`src/rtl/pipe_pkg.sv`:
```
// Shared types and helpers for the flopenr pipeline register.
package pipe_pkg;

  localparam int unsigned PIPE_N     = 64;
  localparam int unsigned PIPE_DEPTH = 3;
  localparam int unsigned MAX_DEPTH  = 64;

  // Layout of one pipeline stage at the default width.
  typedef struct packed {
    logic [PIPE_N-1:0] data;
    logic              valid;
  } stage_t;

  // Counts set bits. The pipe zero-extends its valid vector to MAX_DEPTH bits before calling this.
  function automatic int unsigned popcount(input logic [MAX_DEPTH-1:0] v);
    int unsigned cnt;
    cnt = 0;
    for (int unsigned i = 0; i < MAX_DEPTH; i++) begin
      cnt += 32'(v[i]);
    end
    return cnt;
  endfunction

endpackage

```
`src/rtl/flopenr_pipe_if.sv`:
```
// Control, data and tap signals of the flopenr pipeline register.
interface flopenr_pipe_if #(
  parameter int unsigned N     = 64,
  parameter int unsigned DEPTH = 3
);
  localparam int unsigned OCC_W = $clog2(DEPTH + 1);

  logic                 en;
  logic                 flush;
  logic [N-1:0]         d;
  logic                 d_valid;
  logic [N-1:0]         q;
  logic                 q_valid;
  logic [DEPTH*N-1:0]   taps;
  logic [DEPTH-1:0]     tap_valid;
  logic [OCC_W-1:0]     occupancy;

  modport master (
    output en, flush, d, d_valid,
    input  q, q_valid, taps, tap_valid, occupancy
  );

  modport slave (
    input  en, flush, d, d_valid,
    output q, q_valid, taps, tap_valid, occupancy
  );
endinterface

```
`src/rtl/flopenr_stage.sv`:
```
// One resettable pipeline flop: sync active-low reset, sync clear, enable.
module flopenr_stage #(
  parameter int unsigned    W         = 65,
  parameter logic [W-1:0]   RESET_VAL = '0
) (
  input  logic         clk,
  input  logic         rst_ni,
  input  logic         clr_i,
  input  logic         en_i,
  input  logic [W-1:0] d_i,
  output logic [W-1:0] q_o
);

  logic [W-1:0] data_d;
  logic [W-1:0] data_q;

  // Clear beats enable; otherwise hold.
  always_comb begin
    data_d = data_q;
    if (clr_i) begin
      data_d = RESET_VAL;
    end else if (en_i) begin
      data_d = d_i;
    end
  end

  always_ff @(posedge clk) begin
    if (!rst_ni) begin
      data_q <= RESET_VAL;
    end else begin
      data_q <= data_d;
    end
  end

  assign q_o = data_q;

endmodule

```
`src/rtl/flopenr_pipe.sv`:
```
// DEPTH-stage pipeline register with stall, flush, per-stage valid and debug taps.
module flopenr_pipe
  import pipe_pkg::*;
#(
  parameter int unsigned  N         = PIPE_N,
  parameter int unsigned  DEPTH     = PIPE_DEPTH,
  parameter logic [N-1:0] RESET_VAL = '0
) (
  input  logic                 clk,
  input  logic                 reset,
  flopenr_pipe_if.slave        bus
);

  localparam int unsigned OCC_W = $clog2(DEPTH + 1);
  localparam int unsigned SW    = N + 1;
  localparam logic [SW-1:0] STAGE_RESET = {RESET_VAL, 1'b0};

  logic [SW-1:0]      stage_d [DEPTH];
  logic [SW-1:0]      stage_q [DEPTH];
  logic [DEPTH*N-1:0] taps;
  logic [DEPTH-1:0]   tap_valid;

  // Stage word layout: {data, valid}; stage 0 takes the input, stage k the one before it.
  for (genvar k = 0; k < DEPTH; k++) begin : g_stage
    if (k == 0) begin : g_head
      assign stage_d[k] = {bus.d, bus.d_valid};
    end else begin : g_body
      assign stage_d[k] = stage_q[k-1];
    end

    flopenr_stage #(
      .W         (SW),
      .RESET_VAL (STAGE_RESET)
    ) u_stage (
      .clk    (clk),
      .rst_ni (reset),
      .clr_i  (bus.flush),
      .en_i   (bus.en),
      .d_i    (stage_d[k]),
      .q_o    (stage_q[k])
    );
  end

  always_comb begin
    taps      = '0;
    tap_valid = '0;
    for (int unsigned k = 0; k < DEPTH; k++) begin
      taps[k*N +: N] = stage_q[k][SW-1:1];
      tap_valid[k]   = stage_q[k][0];
    end
  end

  assign bus.taps      = taps;
  assign bus.tap_valid = tap_valid;
  assign bus.q         = stage_q[DEPTH-1][SW-1:1];
  assign bus.q_valid   = stage_q[DEPTH-1][0];
  assign bus.occupancy = OCC_W'(popcount(MAX_DEPTH'(tap_valid)));

endmodule

```
`src/flat_wrapper.sv`:
```
// flat-port wrapper written by rule: the top's interface ports become plain ports
module flopenr_pipe_flat import pipe_pkg::*;
#(
  parameter int unsigned  N         = PIPE_N,
  parameter int unsigned  DEPTH     = PIPE_DEPTH,
  parameter logic [N-1:0] RESET_VAL = '0
)
  (clk, reset, bus_en, bus_flush, bus_d, bus_d_valid, bus_q, bus_q_valid, bus_taps, bus_tap_valid, bus_occupancy);
  flopenr_pipe_if #(.N(N), .DEPTH(DEPTH)) bus_i ();
  input  logic clk;
  input  logic reset;
  input wire logic [$bits(bus_i.en)-1:0] bus_en;
  input wire logic [$bits(bus_i.flush)-1:0] bus_flush;
  input wire logic [$bits(bus_i.d)-1:0] bus_d;
  input wire logic [$bits(bus_i.d_valid)-1:0] bus_d_valid;
  output wire logic [$bits(bus_i.q)-1:0] bus_q;
  output wire logic [$bits(bus_i.q_valid)-1:0] bus_q_valid;
  output wire logic [$bits(bus_i.taps)-1:0] bus_taps;
  output wire logic [$bits(bus_i.tap_valid)-1:0] bus_tap_valid;
  output wire logic [$bits(bus_i.occupancy)-1:0] bus_occupancy;
  assign bus_i.en = bus_en;
  assign bus_i.flush = bus_flush;
  assign bus_i.d = bus_d;
  assign bus_i.d_valid = bus_d_valid;
  assign bus_q = bus_i.q;
  assign bus_q_valid = bus_i.q_valid;
  assign bus_taps = bus_i.taps;
  assign bus_tap_valid = bus_i.tap_valid;
  assign bus_occupancy = bus_i.occupancy;
  flopenr_pipe #(.N(N), .DEPTH(DEPTH), .RESET_VAL(RESET_VAL)) u_core (.clk(clk), .reset(reset), .bus(bus_i));
endmodule
```
`config.mk`:
```
export PLATFORM = sky130hd
export DESIGN_NAME = flopenr_pipe_flat
export DESIGN_NICKNAME = d
export VERILOG_FILES = /design/src/rtl/pipe_pkg.sv /design/src/rtl/flopenr_pipe_if.sv /design/src/rtl/flopenr_stage.sv /design/src/rtl/flopenr_pipe.sv /design/src/flat_wrapper.sv
export SDC_FILE = /design/constraint.sdc
export NUM_CORES = 1
export LEC_CHECK = 0
export CORE_ASPECT_RATIO = 0.6
export CORE_UTILIZATION = 25
export CTS_BUF_LIST = sky130_fd_sc_hd__clkbuf_8
export DETAILED_ROUTE_END_ITERATION = 8
export GPL_TIMING_DRIVEN = 0
export HOLD_SLACK_MARGIN = 0.1
export SLEW_MARGIN = 20
export SYNTH_ARGS = -nofsm -noshare
export SYNTH_HDL_FRONTEND = slang
export SYNTH_SLANG_ARGS = --single-unit
```
`constraint.sdc`:
```
create_clock -name clk -period 1.2 [get_ports clk]
set_input_delay 0.24 -clock clk [delete_from_list [all_inputs] [get_ports clk]]
set_output_delay 0.24 -clock clk [all_outputs]
set_load 0.02 [all_outputs]
```
After elaboration in Yosys (flattened, before gate mapping)
Cells that the tools add are included.
{"block": "classes", "n_bitwise": 1, "add_sub_neg": 2, "reduce_logical": 1}
{"cell": "1-bit by 1-bit adder with 2-bit output", "n": 1}
{"cell": "2-bit by 1-bit adder with 2-bit output", "n": 1}
{"cell": "2-bit OR reduction", "n": 1}
{"cell": "1-bit NOT", "n": 1}
{"block": "totals", "regBits": 195}

Longest topological paths before layout
Gate-level depths: netlist of run 1.
{"block": "logic_depth", "ltp_word": 2, "mapped_depth": 5, "depth_no_buf": 2}

Modules after synthesis
A second synthesis of run 1 with hierarchy kept.
{"block": "hier_totals", "hier_cells": 696, "area_unflattened_um2": 7572.3}
{"module": "flopenr_stage", "cells_each": 210, "area_per_inst_um2": 2354.8, "instances": 3, "seq_area_each_um2": 1301.2}
{"module": "flopenr_pipe", "cells_each": 66, "area_per_inst_um2": 508.0, "instances": 1, "seq_area_each_um2": 0.0}

Worst setup path before layout of run 1
Ideal clock, no wire load.
{"block": "synth_timing", "path_type": "reg-to-output", "startpoint": "register u_core.g_stage[0].u_stage.data_q[0]", "endpoint": "output port bus_occupancy[0]", "n_path_buf": 0, "path_stages_with_launch": 2, "arrival_ns": 1.057, "path_slack_ns": -0.097, "cell_sequence": "dfxtp_1 fa_1"}
{"block": "synth_between", "elab_chain_len": 2}
{"item": "start, declared", "line": "flopenr_stage.sv:15", "source": "logic [W-1:0] data_q;"}
{"item": "start signal, assigned", "line": "flopenr_stage.sv:31", "source": "data_q <= data_d;"}
{"item": "1-bit by 1-bit adder with 2-bit output", "line": "pipe_pkg.sv:19", "source": "cnt += 32'(v[i]);"}
{"item": "2-bit by 1-bit adder with 2-bit output", "line": "pipe_pkg.sv:19"}
{"item": "end, declared", "line": "flat_wrapper.sv:20", "source": "output wire logic [$bits(bus_i.occupancy)-1:0] bus_occupancy;"}
No other way between the ends.

Worst setup path after layout of run 1
Ends and elaborated chain as after synthesis.

==> results of run 1 <==
[cell families (layout without fill, tap and decap cells)]
kind of cell | count (synthesis) | count (layout) | share of synthesized area
buffers and inverters | 109 | 618 | 0.111
other | 0 | 1 | 0
muxes | 195 | 195 | 0.262
DFF | 195 | 195 | 0.525
and+or+nand+nor | 196 | 196 | 0.0992
adders and majority gates | 1 | 1 | 0.00269
[worst max-delay path, delay by kind of cell, from the launching register on]
| family | cells | cell delay [ns] |
|---|---|---|
| buf+inv | 1 | 0.12 |
| fa+ha+maj | 1 | 0.57 |
| flops | 1 | 0.36 |
[routing by layer]
metal / vias up / part of all wire
li1: 3210 / -
met1: 3163 / 0.47
met2: 197 / 0.46
met3: 13 / 0.057
met4: 0 / 0.0090
met5: - / 0
[cell type report]
cell class	count	area share
Antenna cell	1	0.000183
Tap cell	400	0.0366
Clock inverter	11	0.00713
Clock buffer	21	0.0211
Buffer	82	0.0586
Timing Repair Buffer	504	0.370
Multi-Input combinational cell	392	0.198
Sequential cell	195	0.309
[repair_timing]
item | in CTS | in global routing
setup endpoints to repair | 391 | 309
gates resized for setup | 1838 | 50
pin swaps | 1 | 0
gates cloned | 0 | 0
setup buffers | 161 | 14
[final timing paths]
| path | start | to | slack [ns] | cells after the start |
|---|---|---|---|---|
| min | bus_en | u_core.g_stage[2].u_stage.q_o[52] | 0.30 | 4 |
| min reg2reg | u_core.g_stage[1].u_stage.q_o[13] | u_core.g_stage[1].u_stage.q_o[13] | 0.54 | 2 |
| max reg2reg | u_core.g_stage[0].u_stage.q_o[17] | u_core.g_stage[1].u_stage.q_o[17] | 0.29 | 4 |
| max | u_core.g_stage[0].u_stage.q_o[0] | bus_occupancy[0] | -0.56 | 2 |
[report_power, final]
group / switching, mW / internal (mW) / total (mW)
clock: 2.40 / 1.87 / 4.28
sequential: 0.0765 / 6.51 / 6.58
combinational: 0.685 / 0.794 / 1.48
[stage by stage]
step	cell area, um2	setup WS (ns)	total power, mW	TNS [ns]
floorplan	7450	-0.0273	7.46	-0.0273
global placement	11200	-0.604	8.07	-115.72
detailed placement	11200	-0.631	8.08	-118.09
CTS	13500	-0.627	12.5	-22.38
global route	13700	-0.652	12.9	-29.42
finish	13700	-0.563	12.3	-9.76
[layout by cell type, fill, tap and decap left out, drive strengths merged]
cell	Yosys	routed
clkinv	0	4
nor2	195	195
bufinv	0	1
clkbuf	4	31
nand2b	1	1
clkinvlp	0	2
buf	105	509
mux2i	195	195
clkdlybuf4s50	0	67
inv	0	4
diode	0	1
fa	1	1
dfxtp	195	195
==> results.sh, run 1 <==
export IMPL_critPathArrivalTime_ns=1.52
export IMPL_dp_hpwl_mm=17.6
export IMPL_slew_headroom=0.635
export IMPL_layout_setup_ws_ns=-0.563
export IMPL_grt_first_pass_wirelength_mm=38.3
export IMPL_yosysWarningCount=0
export IMPL_yosys_register_bits=195
export IMPL_nNetsFinal=1262
export IMPL_setup_worst_path_class="reg -> out"
export IMPL_seq_area_um2=4230
export IMPL_tritoncts="built"
export IMPL_yosys_top_cells_area="sky130_fd_sc_hd__dfxtp_1, sky130_fd_sc_hd__mux2i_1, sky130_fd_sc_hd__nor2_1, sky130_fd_sc_hd__buf_4, sky130_fd_sc_hd__buf_6"
export IMPL_n_fill_cell=2733
export IMPL_clock_latency_on_the_worst_skew_pair_ns=0.48
export IMPL_layout_min_cycle_time_ns=1.76
export IMPL_final_cell_count_no_fill=1606
export IMPL_finalWirelength_mm=26.2
export IMPL_met1_usage=0.223
export IMPL_fin_hold_ws_ns=0.303
export IMPL_std_cell_rows=48
export IMPL_post_route_drc_count=0
export IMPL_crit_path_max_fanout=2
export IMPL_finalCritPeriodShare=1.47
export IMPL_fraction_of_final_layout_cells_sized_beyond_drive_strength_1=0.619
export IMPL_power_density_nw_per_um2=901
export IMPL_dieWidth_um=225
export IMPL_critical_path_startpoint_type="flip-flop"
export IMPL_detail_route_vias_per_cell=4.10
export IMPL_grt_max_degree=17
export IMPL_grt_use_met2=0.265
export IMPL_clock_transition_time_at_the_flip_flop_clock_pins_of_the_worst_setup_and_hold_paths_ns=0.10
export IMPL_dominantRegCellSynth="sky130_fd_sc_hd__dfxtp_1"
export IMPL_cell_by_cell_trace_of_the_critical_path="fa_2 > buf_6"
export IMPL_core_region_area_um2=29000
export IMPL_overflow_after_grt=0
export IMPL_area_growth_pct=84.0
export IMPL_seq_area_frac_synth=0.525
export IMPL_max_clock_path_buffers=2
export IMPL_synth_top_area_cell="sky130_fd_sc_hd__dfxtp_1"
export IMPL_die_height_um=136
export IMPL_antenna_violations_before_repair=1
export IMPL_ant_nets=0
export IMPL_postLayoutCoreUtil=0.472
export IMPL_synth_top_area_frac=0.525
export IMPL_maximum_resistive_drop_on_vdd_v=0.000518
export IMPL_synth_net_count=766
export IMPL_syn_area_um2=7440
export IMPL_top_level_ports=331
export IMPL_end_kind="primary output"
export IMPL_crit_required_ns=0.96
export IMPL_hold_violations=0
export IMPL_first_global_vias=6600
export IMPL_leakage_nw=6.47
export IMPL_cts_sink_count=195
export IMPL_route_vias_total=6583
export IMPL_maxCapViolCount=0
export IMPL_status="complete, but fails checks"
export IMPL_grt_busiest_layer="met2"
export IMPL_crit_path_max_incr_delay_ns=0.57
export IMPL_min_delay_path_class="in -> reg"
export IMPL_detail_route_iter0_violations=243
export IMPL_clock_tree_htree_level_count=4
export IMPL_gpl_final_weighted_congestion=0.754
export IMPL_port_buffer_count=329
export IMPL_setup_repair_after_global_routing_missed_its_margin="yes"
export IMPL_dieArea_um2=30500
export IMPL_synth_enable_flop_cells=0
export IMPL_setup_viol=147
export IMPL_violations="setup timing"
export IMPL_post_synthesis_cell_count=696
export IMPL_root_buffer="sky130_fd_sc_hd__clkbuf_8"
export IMPL_clock_skew_ns=0.0138
export IMPL_timing_worst_slew_pin_value_ns=0.547
export IMPL_initial_core_util=0.256
export IMPL_placedCellCount=1425
export IMPL_wire_per_inst_um=16.3
export IMPL_crit_path_top_delay_cell="sky130_fd_sc_hd__fa_2"
export IMPL_global_route_usage_total=0.168
export IMPL_syn_avg_cell_area_um2=10.7
export IMPL_synth_cells_most_frequent="sky130_fd_sc_hd__dfxtp_1, sky130_fd_sc_hd__mux2i_1, sky130_fd_sc_hd__nor2_1"
export IMPL_postCtsHoldBufs=0
export IMPL_numCtsBuffers=17
export IMPL_yosys_cell_types_count=10
export IMPL_maxSlewViolCount=0
export IMPL_largest_reg_flops=195
export IMPL_drtPass1Iterations=4
export IMPL_groute_layer_met3_usage=0.0497
export IMPL_timing_fmax_mhz=567
export IMPL_synth_async_sr_flop_share=0
export IMPL_combined_area_of_the_multi_input_logic_cells_um2=2710
No activity file was read; power rests on OpenSTA's default activity.
==> run 2: changes to the inputs <==
CTS_CLUSTER_DIAMETER = 80   (was unset)
==> results of run 2 <==
No change in the layout: final DEF, timing and power equal those of run 1.
==> run 3: changes to the inputs <==
GPL_ROUTABILITY_DRIVEN = 0   (was unset)
PLACE_DENSITY_LB_ADDON = 0.08   (was unset)
clock period = 2.1 ns   (was 1.2 ns; I/O delays follow)
==> results.sh, run 3 (same netlist as run 1, synthesis figures left out) <==
export IMPL_grt_max_degree=19
export IMPL_first_global_vias=5654
export IMPL_timing_critical_path_from="u_core.g_stage[2].u_stage.q_o[26]"
export IMPL_port_buffer_count=329
export IMPL_crit_path_top_delay_cell="sky130_fd_sc_hd__clkdlybuf4s50_1"
export IMPL_critical_path_cell_count=2
export IMPL_die_height_um=136
export IMPL_route_vias_total=5763
export IMPL_nNetsFinal=1114
export IMPL_max_clock_path_buffers=2
export IMPL_wire_per_inst_um=16.2
export IMPL_clock_skew_ns=0.0100
export IMPL_setup_worst_path_class="reg -> out"
export IMPL_min_delay_path_class="in -> reg"
export IMPL_hold_path_endpoint="u_core.g_stage[2].u_stage.q_o[56]"
export IMPL_fin_hold_ws_ns=0.496
export IMPL_critical_path_startpoint_type="flip-flop"
export IMPL_largest_reg_flops=195
export IMPL_maxSlewViolCount=0
export IMPL_diodes=0
export IMPL_hold_violations=0
export IMPL_dieArea_um2=30500
export IMPL_dp_hpwl_mm=17.8
export IMPL_post_cts_buffers=0
export IMPL_clock_tree_htree_level_count=4
export IMPL_most_common_layout_cells="sky130_fd_sc_hd__clkdlybuf4s50_1, sky130_fd_sc_hd__mux2i_1, sky130_fd_sc_hd__nor2_1, sky130_fd_sc_hd__dfxtp_1, sky130_fd_sc_hd__buf_4"
export IMPL_tritoncts="built"
export IMPL_detail_route_iter0_violations=211
export IMPL_n_fill_cell=2872
export IMPL_layout_min_cycle_time_ns=2.02
export IMPL_top_level_ports=331
export IMPL_clock_transition_time_at_the_flip_flop_clock_pins_of_the_worst_setup_and_hold_paths_ns=0.10
export IMPL_hold_path_cell_count=4
export IMPL_crit_required_ns=1.68
export IMPL_dieWidth_um=225
export IMPL_regToRegEndpoint="u_core.g_stage[2].u_stage.q_o[53]"
export IMPL_clock_latency_on_the_worst_skew_pair_ns=0.49
export IMPL_crit_path_max_incr_delay_ns=0.59
export IMPL_overflow_after_grt=0
export IMPL_std_cell_rows=48
export IMPL_setup_total_negative_slack_ns=0
export IMPL_maximum_resistive_drop_on_vdd_v=0.000249
export IMPL_ant_nets=0
export IMPL_initial_core_util=0.256
export IMPL_end_kind="primary output"
export IMPL_r2r_start="u_core.g_stage[1].u_stage.q_o[53]"
export IMPL_worst_path_dominant_cell_family="buffers and inverters"
export IMPL_antenna_violations_before_repair=0
export IMPL_core_region_area_um2=29000
export IMPL_path_buf_inv=2
export IMPL_timing_worst_slew_pin_value_ns=0.588
export IMPL_regToRegSetupSlack_ns=1.42
export IMPL_leakage_nw=5.15
export IMPL_cell_by_cell_trace_of_the_critical_path="buf_4 > clkdlybuf4s50_1"
export IMPL_finalCritPeriodShare=0.963
export IMPL_setup_viol=0
export IMPL_r2r_cells=2
export IMPL_status="completed"
export IMPL_timing_fmax_mhz=495
export IMPL_setup_repair_after_global_routing_missed_its_margin="no"
export IMPL_critPathArrivalTime_ns=1.60
export IMPL_fraction_of_final_layout_cells_sized_beyond_drive_strength_1=0.136
export IMPL_root_buffer="sky130_fd_sc_hd__clkbuf_8"
export IMPL_seq_area_um2=3910
export IMPL_detail_route_vias_per_cell=3.96
export IMPL_slew_headroom=0.608
export IMPL_area_growth_pct=57.0
export IMPL_maxCapViolCount=0
export IMPL_finalWirelength_mm=23.7
export IMPL_cts_sink_count=195
export IMPL_combined_area_of_the_multi_input_logic_cells_um2=2710
export IMPL_grt_first_pass_wirelength_mm=35.2
export IMPL_numCtsBuffers=17
export IMPL_postCtsHoldBufs=0
export IMPL_post_route_drc_count=0
export IMPL_layout_cells_most_common="sky130_fd_sc_hd__clkdlybuf4s50_1"
export IMPL_drtPass1Iterations=4
export IMPL_holdCritStartpoint="bus_en"
export IMPL_crit_path_max_fanout=3
export IMPL_global_route_usage_total=0.155
export IMPL_power_density_nw_per_um2=604
[run 3: cell count changes in the layout (fill, tap and decap cells not counted), sizes merged, moves of 2 or more]
cell	previous run	this run
buf	509	106
clkinv	4	6
dlygate4sd2	0	2
clkdlybuf4s50	67	306
dlymetal6s2s	0	19
clkbuf	31	23
[run 3: how the worst max path moves through the flow]
stage,endpoint,slack (ns)
6_report,bus_taps[153],0.08
5_1_grt,bus_taps[167],0.0005
4_1_cts,bus_taps[185],0.004
3_5_place_dp,u_core.g_stage[1].u_stage.q_o[39],0.05
3_3_place_gp,u_core.g_stage[1].u_stage.q_o[43],0.07
2_1_floorplan,bus_occupancy[0],0.62
[run 3: metrics by stage]
step / std cells / setup WS (ns) / instance area [um2] / power (mW) / util
after floorplan: 696 / 0.623 / 7440 / 4.27 / -
after global placement: 1425 / 0.0729 / 11200 / 4.62 / 0.387
after detailed placement: 1425 / 0.0544 / 11200 / 4.62 / 0.387
after CTS: 1457 / 0.00448 / 11600 / 7.20 / 0.401
after global routing: 1457 / 0.000456 / 11700 / 7.38 / 0.403
final: 1457 / 0.0782 / 11700 / 7.05 / 0.403
[run 3: area by class of cell]
class                           instances  area share
Buffer                                109      0.0707
Tap cell                              400      0.0428
Sequential cell                       195       0.335
Timing Repair Buffer                  329       0.285
Clock inverter                         13      0.0121
Clock buffer                           19      0.0224
Multi-Input combinational cell        392       0.232
[run 3: tightest hold or removal path, cell delays in order]
cell,delay (ns)
sky130_fd_sc_hd__buf_4,0.16
sky130_fd_sc_hd__buf_6,0.17
sky130_fd_sc_hd__mux2i_1,0.12
sky130_fd_sc_hd__nor2_1,0.08
[run 3: what timing repair did]
item,CTS,global route
endpoints found under the hold margin,0,0
gates cloned,0,0
setup endpoints to repair,7,21
resized for setup,12,21
[run 3: where the power goes]
| group | internal (mW) | total, mW | switching [mW] |
|---|---|---|---|
| sequential | 3.75 | 3.79 | 0.0452 |
| combinational | 0.372 | 0.726 | 0.354 |
| clock | 1.04 | 2.53 | 1.49 |
| total | 5.17 | 7.05 | 1.89 |
[run 3: routing by layer]
metal  track usage  share of wire
met1         0.221           0.51
met2         0.224           0.43
met3        0.0486          0.052
met4        0.0397         0.0076
met5             0              0
